===== src/rtl/mp_pkg.sv =====
// Shared max-pool types: data width, lane count, window and packed-group layouts.
// Also reused by the window buffer and the next ShuffleNet stage.
package mp_pkg;

    localparam int DW   = 16;
    localparam int PACK = 4;

    typedef logic signed [DW-1:0] data_t;
    typedef data_t [8:0]          window_t;
    typedef data_t [PACK-1:0]     group_t;

    function automatic data_t smax(input data_t a, input data_t b);
        return (a > b) ? a : b;
    endfunction

endpackage


===== src/rtl/max_pool_unit_max3.sv =====
// Combinational three-input signed maximum.
module max3
    import mp_pkg::*;
(
    input  data_t a_i,
    input  data_t b_i,
    input  data_t c_i,
    output data_t max_o
);

    assign max_o = smax(smax(a_i, b_i), c_i);

endmodule


===== src/rtl/max_pool_unit.sv =====
// 3x3 max-pool: row-max stage, column-max stage, then a 4-lane packer
// that tracks lane and output-row position and flags frame completion.
module max_pool_unit
    import mp_pkg::*;
#(
    parameter int ROWS = 16
) (
    input  logic            CLK,
    input  logic            RST,
    input  window_t         win,
    input  logic            win_valid,
    input  logic            row_last,
    output group_t          out,
    output logic [PACK-1:0] out_mask,
    output logic            out_valid,
    output logic            frame_done
);

    localparam int LW  = (PACK > 1) ? $clog2(PACK) : 1;
    localparam int RCW = (ROWS > 1) ? $clog2(ROWS) : 1;

    data_t [2:0]     rmax_d, rmax_q;
    logic            s1_valid_q, s1_last_q;
    data_t           res_d, res_q;
    logic            s2_valid_q, s2_last_q;

    group_t          out_d, out_q;
    logic [PACK-1:0] mask_d, mask_q;
    logic            valid_d, valid_q;
    logic            fdone_d, fdone_q;
    logic [LW-1:0]   lcnt_d, lcnt_q;
    logic [RCW-1:0]  rc_d, rc_q;

    // Row r of the window occupies win[8-3r : 6-3r].
    for (genvar r = 0; r < 3; r++) begin : g_row
        max3 u_row_max (
            .a_i   (win[8-3*r]),
            .b_i   (win[7-3*r]),
            .c_i   (win[6-3*r]),
            .max_o (rmax_d[r])
        );
    end

    max3 u_col_max (
        .a_i   (rmax_q[0]),
        .b_i   (rmax_q[1]),
        .c_i   (rmax_q[2]),
        .max_o (res_d)
    );

    // NOTE: data registers carry no reset; only the valid bits that qualify them do.
    always_ff @(posedge CLK) begin
        rmax_q <= rmax_d;
        res_q  <= res_d;
        if (RST) begin
            s1_valid_q <= 1'b0;
            s1_last_q  <= 1'b0;
            s2_valid_q <= 1'b0;
            s2_last_q  <= 1'b0;
        end else begin
            s1_valid_q <= win_valid;
            s1_last_q  <= win_valid & row_last;
            s2_valid_q <= s1_valid_q;
            s2_last_q  <= s1_valid_q & s1_last_q;
        end
    end

    // NOTE: every always_comb output gets a default first so no latch is inferred.
    always_comb begin
        out_d   = out_q;
        mask_d  = mask_q;
        lcnt_d  = lcnt_q;
        rc_d    = rc_q;
        valid_d = 1'b0;
        fdone_d = 1'b0;
        if (s2_valid_q) begin
            if (lcnt_q == '0) begin
                out_d  = '0;
                mask_d = '0;
            end
            out_d[lcnt_q]  = res_q;
            mask_d[lcnt_q] = 1'b1;
            if ((lcnt_q == LW'(PACK-1)) || s2_last_q) begin
                valid_d = 1'b1;
                lcnt_d  = '0;
                if (s2_last_q) begin
                    if (rc_q == RCW'(ROWS-1)) begin
                        rc_d    = '0;
                        fdone_d = 1'b1;
                    end else begin
                        rc_d = rc_q + 1'b1;
                    end
                end
            end else begin
                lcnt_d = lcnt_q + 1'b1;
            end
        end
    end

    always_ff @(posedge CLK) begin
        if (RST) begin
            out_q   <= '0;
            mask_q  <= '0;
            valid_q <= 1'b0;
            fdone_q <= 1'b0;
            lcnt_q  <= '0;
            rc_q    <= '0;
        end else begin
            out_q   <= out_d;
            mask_q  <= mask_d;
            valid_q <= valid_d;
            fdone_q <= fdone_d;
            lcnt_q  <= lcnt_d;
            rc_q    <= rc_d;
        end
    end

    assign out        = out_q;
    assign out_mask   = mask_q;
    assign out_valid  = valid_q;
    assign frame_done = fdone_q;

endmodule


===== config.mk =====
export PLATFORM = sky130hd
export DESIGN_NAME = max_pool_unit
export DESIGN_NICKNAME = d
export VERILOG_FILES = /design/src/rtl/mp_pkg.sv /design/src/rtl/max_pool_unit_max3.sv /design/src/rtl/max_pool_unit.sv
export SDC_FILE = /design/constraint.sdc
export NUM_CORES = 1
export LEC_CHECK = 0
export ABC_AREA = 1
export ABC_CLOCK_PERIOD_IN_PS = 7400
export CORE_MARGIN = 2
export CORE_UTILIZATION = 61
export CTS_CLUSTER_DIAMETER = 150
export CTS_CLUSTER_SIZE = 28
export DETAILED_ROUTE_END_ITERATION = 7
export DONT_BUFFER_PORTS = 1
export PLACE_DENSITY = 0.81
export SLEW_MARGIN = 40
export SYNTH_ARGS = -nofsm -noshare
export SYNTH_HDL_FRONTEND = slang
export SYNTH_SLANG_ARGS = --single-unit

===== constraint.sdc =====
create_clock -name CLK -period 7.4 [get_ports CLK]
set_input_delay 0.74 -clock CLK [delete_from_list [all_inputs] [get_ports CLK]]
set_output_delay 0.74 -clock CLK [all_outputs]
set_load 0.02 [all_outputs]

==> out/qor.csv <==
metric;value;unit
critPathTopFamily;simple AND/OR/NAND/NOR gates;
drc;0;
via_count;9229;
cts_tree;yes;
yosysTopAreaCell;dfxtp_1;
gp_congestion;0.902;
cts_buffers;17;
wl_per_cell;14.7;um
synth_area;0.0102;mm2
tightest_slew;732;ps
start_kind;input pin;
dp_hpwl;19500;um
path_clk_slew;60;ps
pwr-share-comb;0.491;
r2r.worst_path.cells;21;
viasPerCell;5.47;
grt_pass1_wl;40800;um
status;complete, no violations;
worstPathMaxFanout;17;
path_cells;inv_1 -> ha_1 -> a21oi_1 -> o21ai_0 -> a21oi_1 -> nand3_2 -> nand3_4 -> nand2_1 -> and2_1 -> ha_1 -> nand2_1 -> inv_1 -> nor2_1 -> o21ai_0 -> a21oi_1 -> nand2_1 -> nand2_1 -> nand2_1 -> nor2_4 -> inv_2 -> nand2_1 -> nand2_1;
cpPeakStageDelay;360;ps
post-synth-top-area-fraction;0.284;
hold_viol;0;
post-cts-setup-buffer-count;0;
fill_cells;1472;
p_seq_frac;0.285;
power_leakage;5.61;nW
yosys-top-cells-area;dfxtp_1 (28%), ha_1 (16%), nand2_1 (14%);
drt_iter0_markers;575;
grt.overflow.total;0;
power_density;368;mW/mm2
die_w;133;um
min_to;out[23]$_SDFFE_PP0P_;
netlist_instances;1482;
maxSlewViolCount;0;
reg2reg_to;res_q[13]$_DFF_P_;
ff2ff_setup_slack;3710;ps
synth_seq_cells;144;
ir_drop;0.253;mV
critPathRequiredTime;7700;ps
hold_buffers;0;
arrival;4340;ps
final_layout_size_suffix_gt1_frac;0.0566;
intPower;2.19;mW
critPathSlowestCell;nand3_2;
p_clk_frac;0.223;
cpMostUsedCell;nand2_1;
yosysSeqAreaShare;0.284;
wl;24800;um
grt_usage;0.282;
antenna_found_initial;0;
io_buffers;0;
hp-class;in -> reg;
fin_crit;4040;ps
cts.htree.levels;4;
place_area;0.0102;mm2
pin_count;218;
synth.distinct_cells;38;
cts_sinks;144;
r2r_start;rmax_q[31]$_DFF_P_;
switching_share;0.448;
antennaDiodeCount;0;
cts_buffer_depth;2;
synth.avg_cell_area;6.85;um2
ctsResizeCount;0;
drtPass1Iterations;5;
die_h;133;um
worstSkewPairLatency;430;ps
worstSetupPathType;in -> reg;
grt_setup_unrepaired;false;
cts-root-buf;clkbuf_16;
fin_nets;1734;
min_from;RST;
power.switching;1.78;mW
max_slew_margin;0.512;
critPathBufInv;3;
start_util;0.619;
coreArea;0.0164;mm2
drtAntennaViolNets;0;
hold-path-cell-count;1;
endpoint_kind;register;
cp.depth;22;
fmax;0.248;GHz
setup_viol;0;
maxCapViolations;0;
fin_crit_sh;0.546;
grt_pass1_vias;8721;
final_cell_area;0.0108;mm2
clock_skew;7.19;ps
tns;0;ps
synth_warnings;0;
grt_max_degree;60;
rows;47;
dieArea;0.0177;mm2
syn_nets;1763;
synthToLayoutAreaGrowth;6.22;%
power groups by stage:
stage | combinational [mW] | clock, mW | sequential (mW)
after CTS | 1.94 | 0.900 | 1.13
after floorplan | 1.62 | 0 | 1.06
final | 1.95 | 0.888 | 1.13
after global placement | 1.87 | 0 | 1.14
after detailed placement | 1.93 | 0 | 1.14
after global routing | 2.24 | 0.932 | 1.14
state kept, by name, indices dropped and copies added (netlist names), 2 cells and up, named ones only:
register	cells
out_mask	2
res_q	16
out	64
lcnt_q	2
rc_q	4
rmax_q	48
cell type report:
class                           count  area, um2  area share
Tap cell                          220        275      0.0255
Inverter                          247        930      0.0862
Multi-Input combinational cell   1043       6080       0.564
Clock inverter                     13        175      0.0162
Clock buffer                       19        443      0.0411
Sequential cell                   144       2880       0.267
kinds of logic after synthesis:
| family | synth area share |
|---|---|
| and+or+nand+nor | 0.359 |
| buffers and inverters | 0.118 |
| AOI/OAI and AO/OA | 0.0752 |
| DFF | 0.284 |
| adders and majority gates | 0.164 |
| xor gates and xnor gates | 0.000863 |
metal layers:
metal  vias up  track usage  share of wire
met5         -            0              0
li1       4735            -              -
met4         0        0.113          0.035
met3        75       0.0839          0.088
met1      4074        0.355           0.43
met2       345        0.453           0.45
cell usage after synthesis (all sizes together):
| library cell | n |
|---|---|
| a2111oi | 1 |
| buf | 20 |
| inv | 243 |
| ha | 133 |
| clkinv | 4 |
| nand3 | 151 |
| dfxtp | 144 |
| nor2 | 85 |
| o21a | 4 |
| xor2 | 1 |
| a21oi | 108 |
| nor3 | 5 |
| clkbuf | 28 |
| or2 | 1 |
| nand4 | 74 |
| o21ai | 30 |
| and2 | 60 |
| nor4 | 3 |
| a21o | 4 |
| nand2 | 383 |
layout by cell type (no fill, tap or decap), types with 9 or more instances in the layout:
master and count:
dfxtp_1 143, nand2_1 367, and2_1 60, ha_1 133
inv_1 236, a21oi_1 107, nand4_1 73, nand3_2 9
nand2_2 12, nor2_1 78, nand3_1 138, clkbuf_16 17
o21ai_0 28
worst max path at each step:
stage | startpoint | to | slack [ps]
finish | win[127] | rmax_q[1]$_DFF_P_ | 3360
global route | win[127] | rmax_q[1]$_DFF_P_ | 2970
CTS | win[127] | rmax_q[1]$_DFF_P_ | 3430
detailed placement | win[127] | rmax_q[1]$_DFF_P_ | 3000
global placement | win[127] | rmax_q[0]$_DFF_P_ | 3110
floorplan | win[31] | rmax_q[39]$_DFF_P_ | 3820
per-stage QoR:
step / instances / power [mW] / util / hold slack [ps] / setup WS (ps)
after floorplan: 1482 / 2.68 / - / 395 / 3820
after global placement: 1654 / 3.01 / 0.620 / 406 / 3110
after detailed placement: 1654 / 3.07 / 0.620 / 421 / 3000
after CTS: 1686 / 3.97 / 0.657 / 363 / 3430
after global routing: 1686 / 4.31 / 0.658 / 357 / 2970
final: 1686 / 3.97 / 0.658 / 374 / 3360
Power figures use the tool's default switching activity.
